--- src/rtl/gate_bist_ctrl.sv ---
// BIST sequencer for the two-input gate block: walks {a,b} through 00..11, checks gate_vec.
// Optional macro GATE_BIST_STOP_ON_FAIL_EN ends the run at the first mismatching combination.
module gate_bist_ctrl #(
  parameter int unsigned SETTLE_CYCLES = 2
) (
  input  logic       clk,
  input  logic       rst_n,
  input  logic       start,
  input  logic [7:0] gate_vec,
  output logic       a_out,
  output logic       b_out,
  output logic       busy,
  output logic       done,
  output logic       pass,
  output logic [2:0] err_count,
  output logic [3:0] fail_mask
);

  localparam logic [1:0] StIdle   = 2'd0;
  localparam logic [1:0] StDrive  = 2'd1;
  localparam logic [1:0] StSample = 2'd2;
  localparam logic [1:0] StDone   = 2'd3;

  localparam logic [3:0] SettleLoad = 4'(SETTLE_CYCLES - 1);

  if (SETTLE_CYCLES < 1 || SETTLE_CYCLES > 15) begin : g_bad_settle
    $error("gate_bist_ctrl: SETTLE_CYCLES must be in 1..15");
  end

  logic [1:0] state_q, state_d;
  logic [3:0] cnt_q, cnt_d;
  logic [1:0] idx_q, idx_d;
  logic [2:0] err_q, err_d;
  logic [3:0] mask_q, mask_d;
  logic       pass_q, pass_d;

  logic       mismatch;
  logic       stop_run;
  logic [2:0] err_next;
  logic [3:0] mask_next;

  // Golden outputs {not, buf, and, or, nand, nor, xor, xnor}; not/buf follow a.
  function automatic logic [7:0] golden(logic [1:0] idx);
    case (idx)
      2'd0:    return 8'b1000_1101;
      2'd1:    return 8'b1001_1010;
      2'd2:    return 8'b0101_1010;
      default: return 8'b0111_0001;
    endcase
  endfunction

  assign mismatch  = (gate_vec != golden(idx_q));
  assign err_next  = mismatch ? err_q + 3'd1 : err_q;
  assign mask_next = mismatch ? (mask_q | (4'd1 << idx_q)) : mask_q;

`ifdef GATE_BIST_STOP_ON_FAIL_EN
  assign stop_run = mismatch;
`else
  assign stop_run = 1'b0;
`endif

  always_comb begin
    state_d = state_q;
    cnt_d   = cnt_q;
    idx_d   = idx_q;
    err_d   = err_q;
    mask_d  = mask_q;
    pass_d  = pass_q;
    case (state_q)
      StIdle: begin
        if (start) begin
          state_d = StDrive;
          idx_d   = 2'd0;
          cnt_d   = SettleLoad;
          err_d   = 3'd0;
          mask_d  = 4'd0;
          pass_d  = 1'b0;
        end
      end
      StDrive: begin
        if (cnt_q == 4'd0) begin
          state_d = StSample;
        end else begin
          cnt_d = cnt_q - 4'd1;
        end
      end
      StSample: begin
        err_d  = err_next;
        mask_d = mask_next;
        if (idx_q == 2'd3 || stop_run) begin
          state_d = StDone;
          pass_d  = (err_next == 3'd0);
        end else begin
          state_d = StDrive;
          idx_d   = idx_q + 2'd1;
          cnt_d   = SettleLoad;
        end
      end
      default: begin
        state_d = StIdle;
      end
    endcase
  end

  always_ff @(posedge clk or negedge rst_n) begin
    if (!rst_n) begin
      state_q <= StIdle;
      cnt_q   <= 4'd0;
      idx_q   <= 2'd0;
      err_q   <= 3'd0;
      mask_q  <= 4'd0;
      pass_q  <= 1'b0;
    end else begin
      state_q <= state_d;
      cnt_q   <= cnt_d;
      idx_q   <= idx_d;
      err_q   <= err_d;
      mask_q  <= mask_d;
      pass_q  <= pass_d;
    end
  end

  // idx_q doubles as the registered gate drive, so it holds 11 after a full run.
  assign a_out     = idx_q[1];
  assign b_out     = idx_q[0];
  assign busy      = (state_q == StDrive) || (state_q == StSample);
  assign done      = (state_q == StDone);
  assign pass      = pass_q;
  assign err_count = err_q;
  assign fail_mask = mask_q;

endmodule

--- config.mk ---
export PLATFORM = sky130hd
export DESIGN_NAME = gate_bist_ctrl
export DESIGN_NICKNAME = d
export VERILOG_FILES = /design/src/rtl/gate_bist_ctrl.sv
export SDC_FILE = /design/constraint.sdc
export NUM_CORES = 1
export LEC_CHECK = 0
export ABC_AREA = 1
export ABC_CLOCK_PERIOD_IN_PS = 1600
export CAP_MARGIN = 40
export CORE_MARGIN = 2
export CORE_UTILIZATION = 45
export DETAILED_ROUTE_END_ITERATION = 10
export GPL_TIMING_DRIVEN = 0
export PLACE_DENSITY = 0.78
export SLEW_MARGIN = 20
export SYNTH_ARGS = -nofsm -noshare
export SYNTH_HDL_FRONTEND = slang
export SYNTH_SLANG_ARGS = --single-unit
--- constraint.sdc ---
create_clock -name clk -period 1.6 [get_ports clk]
set_input_delay 0.48 -clock clk [delete_from_list [all_inputs] [get_ports clk]]
set_output_delay 0.48 -clock clk [all_outputs]
set_load 0.05 [all_outputs]
==> run summary, run 1 <==
ANT nets after route: 0
Yosys top cell area share: 35.48%
Hold EP: pass
R2R setup slack: -0.18 ns
Post-Route WL: 2959 µm
Critical Path AT: 1.96 ns
Max rail drop VDD: 1.364 mV
GR Util All Layers: 19.73%
Main flop type after synthesis: dfrtp_1
Die Ht: 54.08 µm
Ys Warns: 0
Simple-gate area share of the yosys netlist: 27.61%
Area share of xor/xnor cells in the synthesized design: 3.880%
N_diodes: 0
Post-Synthesis Cells: 157
Compound-Gate Fraction of Synth Area: 10.53%
Pin count of the biggest net entering global routing: 17
Busiest grt layer: met2
Hold depth: 2
Row cnt: 18
Final period util: 111.0%
Area grow syn2layout: 56.54%
Core Region: 2432 µm²
Root Buffer: clkbuf_4
Setup crit start kind: flop
Worst setup path start: idx_q[1]
Fin util: 72.63%
Met3 Use GR: 1.667%
CTS Buf Count: 3
FF-to-FF Start: idx_q[1]
Fmax: 0.5630 GHz
Synth area leader: dfrtp_1
Avg Inst Size Synth: 7.188 µm²
CTS max path bufs: 2
DRC errors left: 0
Final min period: 1.776 ns
Syn nets: 179
Power, Total: 3.234 mW
Setup crit end kind: flop
First-pass GRT wire length: 4119 µm
Sink Count: 16
Met1 usage: 22.32%
Post-synthesis adder-cell area fraction: 12.20%
Final setup vio count: 8
Worst-path fanout max: 5
Initial Util: 46.40%
HP Start: pass
Hpwl dp: 1828 µm
Clock Skew: 0.002999 ns
HP Class: reg -> reg
Grt total ovfl: 0
Die area: 2925 µm²
Post-synthesis cell type count: 22
Vias/cell: 5.084
Slew @ Worst Pin: 0.7244 ns
Final worst setup slack: -0.1762 ns
EDFF count, synth: 0
Final Max Tran Viols: 0
Count leader, synth: nand2_1
Via count: 1154
Sequential-to-total area share from yosys stat: 35.48%
Layout fillers: 174
Synthesized area: 1129 µm²
I/O Pins: 23
Max-cap viol count: 0
Pre-Repair DR Iteration Count: 4
Synthesis-stage register bit count: 16
CTS tree: yes
Top cells by count, synth: nand2_1 (43), inv_1 (28), dfrtp_1 (16), nor2_1 (15), ha_1 (11)
Critical path class: reg -> reg
RSZ-0062 raised after global routing: true
Die Span X: 54.08 µm
Failing checks: negative setup slack
R2R depth: 12
Fin nets: 220
Buffers on Ports: 22
GR Layer Usage met2: 37.60%
Static leakage: 0.8285 nW
Initial antenna violation count: 0
Status: complete, but fails checks
GP Congestion: 0.8011
Post-synthesis mux area share: 0%
DR WL/cell: 13.04 µm
Vias in the first global route: 1006
H-tree levels: 1
Pwr Density: 1830 nW/µm²
Ranking of synthesized cells by area: dfrtp_1 (35%), nand2_1 (14%), ha_1 (12%), inv_1 (9.3%), nor2_1 (5.0%)
Clk_lat worst skew: 0.29 ns
Ys async rst share: 100.0%
Slew HR: 51.56%
Initial DRC count: 22
Share of cells above drive strength 1: 41.12%
FF-to-FF End: fail_mask[1]
Clock-pin slew on the worst setup and hold paths: 0.09 ns
WP data required: 1.79 ns
Main combinational cell family by area after synthesis: simple AND/OR/NAND/NOR gates
Final hold viol count: 0
-- cell type report --
class                           instances  area (µm²)  share of cell area [%]
Tap cell                               30       37.54                   2.125
Sequential cell                        16       402.9                   22.80
Inverter                               31       128.9                   7.295
Multi-Input combinational cell        110       820.8                   46.46
Clock buffer                            4       36.28                   2.054
Timing Repair Buffer                   36       340.3                   19.26
-- stage by stage --
stage | worst slack (ns) | area (µm²) | hold slack, ns | cells | setup TNS (ns)
finish | -0.1762 | 1767 | 0.4928 | 227 | -1.106
global route | -0.2599 | 1767 | 0.5484 | 227 | -2.185
CTS | -0.09700 | 1560 | 0.4952 | 217 | -0.4106
detailed placement | -0.4450 | 1415 | 0.4728 | 209 | -4.149
global placement | -0.4141 | 1415 | 0.4685 | 209 | -3.954
floorplan | -0.09028 | 1157 | 0.1844 | 157 | -0.2362
-- placed cells by master, fill, tap and decap left out, types with 3 or more instances in the layout --
master and n:
a21oi_2 3, buf_4 13, clkbuf_4 4, clkdlybuf4s15_2 6, clkdlybuf4s50_1 10, dfrtp_1 14
ha_1 3, ha_4 7, inv_1 22, inv_2 5, inv_4 3, nand2_1 33
nand2_2 11, nand3_1 6, nor2_1 9, nor2_2 7, nor2_4 3, o21ai_0 4
o21ai_1 3, o21ai_2 3
-- repair_timing --
item,CTS,global route
hold buffers,0,0
pin swaps,8,14
setup buffers,4,10
resized for setup,64,40
cloned,0,0
setup endpoints to repair,25,21
-- per-layer routing --
| layer | up-vias | routed length (µm) |
|---|---|---|
| met5 | - | 0 |
| met3 | 4 | 118 |
| met2 | 23 | 1593 |
| met4 | 0 | 36 |
| met1 | 552 | 1211 |
| li1 | 575 | - |
-- power by group --
group          internal (mW)  switching (mW)  total [mW]
Sequential             0.537           0.155       0.692
Combinational          0.889            1.38        2.27
Clock                  0.139           0.133       0.272
Total                   1.56            1.67        3.23
-- how the worst max path moves through the flow --
stage | end | depth (start not counted) | slack, ns
floorplan | err_count[0] | 9 | -0.09
global placement | busy | 3 | -0.41
detailed placement | busy | 3 | -0.45
CTS | pass | 12 | -0.1
global route | pass | 12 | -0.26
finish | fail_mask[1] | 12 | -0.18
-- critical path: stages, from the launching register on --
cell and delay (ns):
dfrtp_2 0.51, ha_4 0.21, nand2_1 0.06, inv_1 0.05, nor2_2 0.11, nand2_1 0.11, nor2_4 0.13, nand3_4 0.10
buf_4 0.15, nand2_2 0.06, inv_2 0.05, nand2_1 0.07, a21oi_2 0.05
-- flip-flops by register name, indices dropped and copies added (netlist names) --
signal / flops
cnt_q: 4
fail_mask: 4
err_count: 3
idx_q: 2
state_q: 2
pass: 1
-- cells by family (layout without fill, tap and decap cells) --
family / Yosys count / count (layout)
simple gates: 74 / 74
xor+xnor: 5 / 5
buf+inv: 31 / 71
flops: 16 / 16
fa+ha+maj: 11 / 11
compound gates: 20 / 20
Power figures use the tool's default switching activity.
==> run 2, diff against run 1 <==
Settings changed: GPL_TIMING_DRIVEN 0 to default, MAX_ROUTING_LAYER from default to met4, SLEW_MARGIN 20 to 0.
==> run summary, run 2 (synthesis results as in run 1) <==
Sw Pwr: 1.688 mW
Slew HR: 84.06%
Fin nets: 223
Final hold viol count: 0
Final setup vio count: 10
Root Buffer: clkbuf_4
Footprint of the multi-input gates: 794.5 µm²
Static leakage: 0.8835 nW
Critical path class: reg -> reg
Register Area: 402.9 µm²
Hold_buf cts: 0
Grt total ovfl: 0
Pre-Repair DR Iteration Count: 4
Share of cells above drive strength 1: 43.50%
Critical Path AT: 1.93 ns
CTS max path bufs: 2
Flop pwr share: 20.2%
Max-cap viol count: 0
N_diodes: 0
Clk_lat worst skew: 0.29 ns
Worst-path fanout max: 5
WP data required: 1.80 ns
Final min period: 1.735 ns
Fmax: 0.5762 GHz
Pin count of the biggest net entering global routing: 17
First-pass GRT wire length: 4685 µm
Layout fillers: 156
Gate power share: 72.0%
Switching part of the total: 48.38%
Final Max Tran Viols: 0
Die Span X: 54.08 µm
Area grow syn2layout: 65.08%
Slew @ Worst Pin: 0.2382 ns
HP Class: in -> async
Inst Count DP: 219
Clk pwr share: 7.8%
Initial DRC count: 21
Hpwl dp: 2160 µm
Clock-pin slew on the worst setup and hold paths: 0.10 ns
Fin util: 76.59%
Die Ht: 54.08 µm
Placed instance area: 1610 µm²
Vias/cell: 4.991
Commonest non-fill, non-tap cell in the layout: nand2_1
Failing checks: negative setup slack
Initial antenna violation count: 0
I/O Pins: 23
Finished Layout Cells: 230
Core Region: 2432 µm²
GP Congestion: 0.9486
Initial Util: 46.40%
Row cnt: 18
Clock Skew: 0.01224 ns
Die area: 2925 µm²
Setup crit start kind: flop
H-tree levels: 1
Setup crit end kind: flop
Via count: 1148
GR Util All Layers: 23.28%
DRC errors left: 0
CTS Buf Count: 3
Min Hold Slack: 0.4896 ns
RSZ-0062 raised after global routing: true
Final worst setup slack: -0.1354 ns
CTS tree: yes
Status: complete, but fails checks
Sink Count: 16
Worst slack, placed: -0.3620 ns
Buffers on Ports: 22
Post-route cell area: 1863 µm²
Int Power: 1.801 mW
DR WL/cell: 13.53 µm
Most frequent cells in the layout: nand2_1 (33), inv_1 (20), buf_4 (17), dfrtp_1 (14)
Max rail drop VDD: 1.755 mV
Post-Route WL: 3111 µm
Pwr Density: 1873 nW/µm²
Vias in the first global route: 1147
Final period util: 108.5%
ANT nets after route: 0
## run 2: cell count changes in the layout (fill, tap and decap cells not counted), sizes merged
| cell | change |
|---|---|
| buf | +10 |
| clkbuf | -1 |
| clkdlybuf4s15 | -6 |
## run 2: per-stage QoR
step           power (mW)  TNS [ns]
2_1_floorplan       1.928   -0.2362
3_3_place_gp        2.688    -2.399
3_5_place_dp        2.774    -3.003
4_1_cts             3.218   -0.3620
5_1_grt             3.738    -1.683
6_report            3.489   -0.8709
## run 2: metal layers
metal	wire length (µm)	GRT usage, %	part of all wire, %	up-vias
met5	0	-	0	-
met2	1748	43.09	56	23
met4	57	12.50	1.8	0
li1	-	-	-	576
met3	91	2.500	2.9	7
met1	1213	23.83	39	542
## run 2: path summary, 6_finish.rpt
| check | start | end | depth (start not counted) | slack, ns |
|---|---|---|---|---|
| max in group asynchronous | rst_n | idx_q[0] | 2 | 0.90 |
| min in group clk | pass | pass | 2 | 0.56 |
| max | idx_q[1] | pass | 9 | -0.14 |
| min | rst_n | state_q[0] | 2 | 0.49 |
| max reg2reg | idx_q[1] | pass | 9 | -0.14 |
| min reg2reg | pass | pass | 2 | 0.56 |
## run 2: power by group through the flow
stage / Sequential (mW) / Clock, mW / Combinational (mW)
2_1_floorplan: 0.869 / 0 / 1.06
3_3_place_gp: 0.673 / 0 / 2.01
3_5_place_dp: 0.684 / 0 / 2.09
4_1_cts: 0.685 / 0.279 / 2.25
5_1_grt: 0.719 / 0.293 / 2.73
6_report: 0.706 / 0.271 / 2.51
## run 2: final cells by class
| class | count | share of cell area (%) |
|---|---|---|
| flip-flops and latches | 16 | 21.63 |
| multi-input cells | 110 | 42.65 |
| repair buffers | 39 | 25.12 |
| well taps | 30 | 2.015 |
| inverters | 31 | 6.649 |
| clock buffers | 4 | 1.948 |
## run 2: repair_timing
action,4_1_cts,5_1_grt
resized for setup,16,28
setup buffers,2,5
endpoints found under the setup margin,10,17
pin swaps,3,17
## run 2: worst max-delay path, stage by stage, from the launching register on
cell	delay [ns]
dfrtp_2	0.49
ha_2	0.26
xnor2_2	0.22
nand2_2	0.09
nor2_4	0.12
nand3_4	0.11
nor2_2	0.16
nor2_4	0.06
nand3_2	0.07
nand2_1	0.05
==> run 3, diff against run 2 <==
Settings changed: ABC_CLOCK_PERIOD_IN_PS 1600 to default, CORE_ASPECT_RATIO from default to 0.75.
==> run summary, run 3 (synthesis results as in run 1) <==
Status: complete, but fails checks
Failing checks: negative setup slack
Hpwl dp: 2215 µm
Max rail drop VDD: 1.490 mV
CTS max path bufs: 2
Worst-path fanout max: 5
First-pass GRT wire length: 4836 µm
Clk_lat worst skew: 0.29 ns
Root Buffer: clkbuf_4
Worst setup path start: idx_q[0]
Static leakage: 0.8956 nW
Vias in the first global route: 1104
Final hold viol count: 0
Area grow syn2layout: 68.18%
Fin nets: 225
Row cnt: 15
Slew HR: 80.36%
Share of cells above drive strength 1: 40.59%
Setup crit start kind: flop
Sink Count: 16
Final worst setup slack: -0.2218 ns
Placed instance area: 1600 µm²
Clock-pin slew on the worst setup and hold paths: 0.10 ns
Worst slack, placed: -0.3443 ns
Die Span X: 61.83 µm
Die area: 2929 µm²
Fmax: 0.5489 GHz
Core Region: 2346 µm²
Via count: 1264
WP data required: 1.80 ns
RSZ-0062 raised after global routing: true
Clock Skew: 0.006660 ns
GR Util All Layers: 24.37%
Pre-Repair DR Iteration Count: 5
Pin count of the biggest net entering global routing: 17
ANT nets after route: 0
Vias/cell: 5.356
H-tree levels: 1
Final Max Tran Viols: 0
Finished Layout Cells: 236
Setup total negative slack: -1.295 ns
HP Class: in -> async
Min Hold Slack: 0.4988 ns
I/O Pins: 23
Max-cap viol count: 0
Buffers on Ports: 22
Hold_buf cts: 0
DR WL/cell: 15.61 µm
Final min period: 1.822 ns
Final period util: 113.9%
Critical Path AT: 2.02 ns
Layout fillers: 145
Slew @ Worst Pin: 0.2935 ns
N_diodes: 0
Initial Util: 48.11%
Pwr Density: 1941 nW/µm²
Initial DRC count: 160
Final setup vio count: 11
Post-Route WL: 3684 µm
Critical path class: reg -> reg
Grt total ovfl: 0
CTS Buf Count: 3
Fin util: 80.91%
GP Congestion: 0.7732
Power, Total: 3.684 mW
Setup crit end kind: flop
Initial antenna violation count: 0
FF-to-FF Start: idx_q[0]
Inst Count DP: 221
Post-route cell area: 1898 µm²
Die Ht: 47.37 µm
Most frequent cells in the layout: nand2_1 (34), inv_1 (19), buf_4 (18), dfrtp_1 (14), buf_12 (12)
Commonest non-fill, non-tap cell in the layout: nand2_1
DRC errors left: 0
CTS tree: yes
[run 3: changes by cell type in the layout (fill, tap and decap cells not counted), sizes merged]
cell | before | now
buf | 29 | 31
[run 3: worst paths after layout]
kind | slack [ns] | to | cells past startpoint
max | -0.22 | pass | 12
min | 0.50 | err_count[1] | 2
max reg2reg | -0.22 | pass | 12
min reg2reg | 0.56 | pass | 2
max in group asynchronous | 0.89 | idx_q[1] | 2
min in group clk | 0.56 | pass | 2
[run 3: critical path, cell delays in order, from the launching register on]
cell and delay, ns:
dfrtp_2 0.50, inv_4 0.09, ha_4 0.19, inv_4 0.06, nand2_1 0.08, nand2_2 0.08, nand2_2 0.07, nor2_4 0.16
nand3_4 0.12, nor2_2 0.19, nor2_4 0.06, nand3_1 0.08, nand2_1 0.06
[run 3: repair_timing]
item / 4_1_cts / 5_1_grt
setup buffers: 4 / 7
pin swaps: 14 / 16
gates resized for setup: 21 / 24
endpoints found under the setup margin: 10 / 20
[run 3: layer usage]
layer | track usage [%] | share of wire, % | up-vias
met5 | - | 0 | -
met4 | 5.532 | 1.7 | 0
met3 | 7.163 | 7.6 | 10
met2 | 41.47 | 51 | 84
met1 | 28.72 | 40 | 592
li1 | - | - | 578
[run 3: layout make-up]
class	count	area, µm²	area share, %
Tap cell	34	42.54	2.241
Inverter	31	126.4	6.658
Multi-Input combinational cell	110	803.3	42.32
Clock buffer	4	36.28	1.912
Sequential cell	16	402.9	21.23
Timing Repair Buffer	41	486.7	25.64
[run 3: where the power goes]
group | internal, mW | switching, mW | total [mW] | leakage (nW)
Combinational | 1.21 | 1.48 | 2.69 | 0.666
Sequential | 0.537 | 0.183 | 0.720 | 0.209
Clock | 0.139 | 0.132 | 0.271 | 0.0210
Total | 1.89 | 1.80 | 3.68 | 0.896
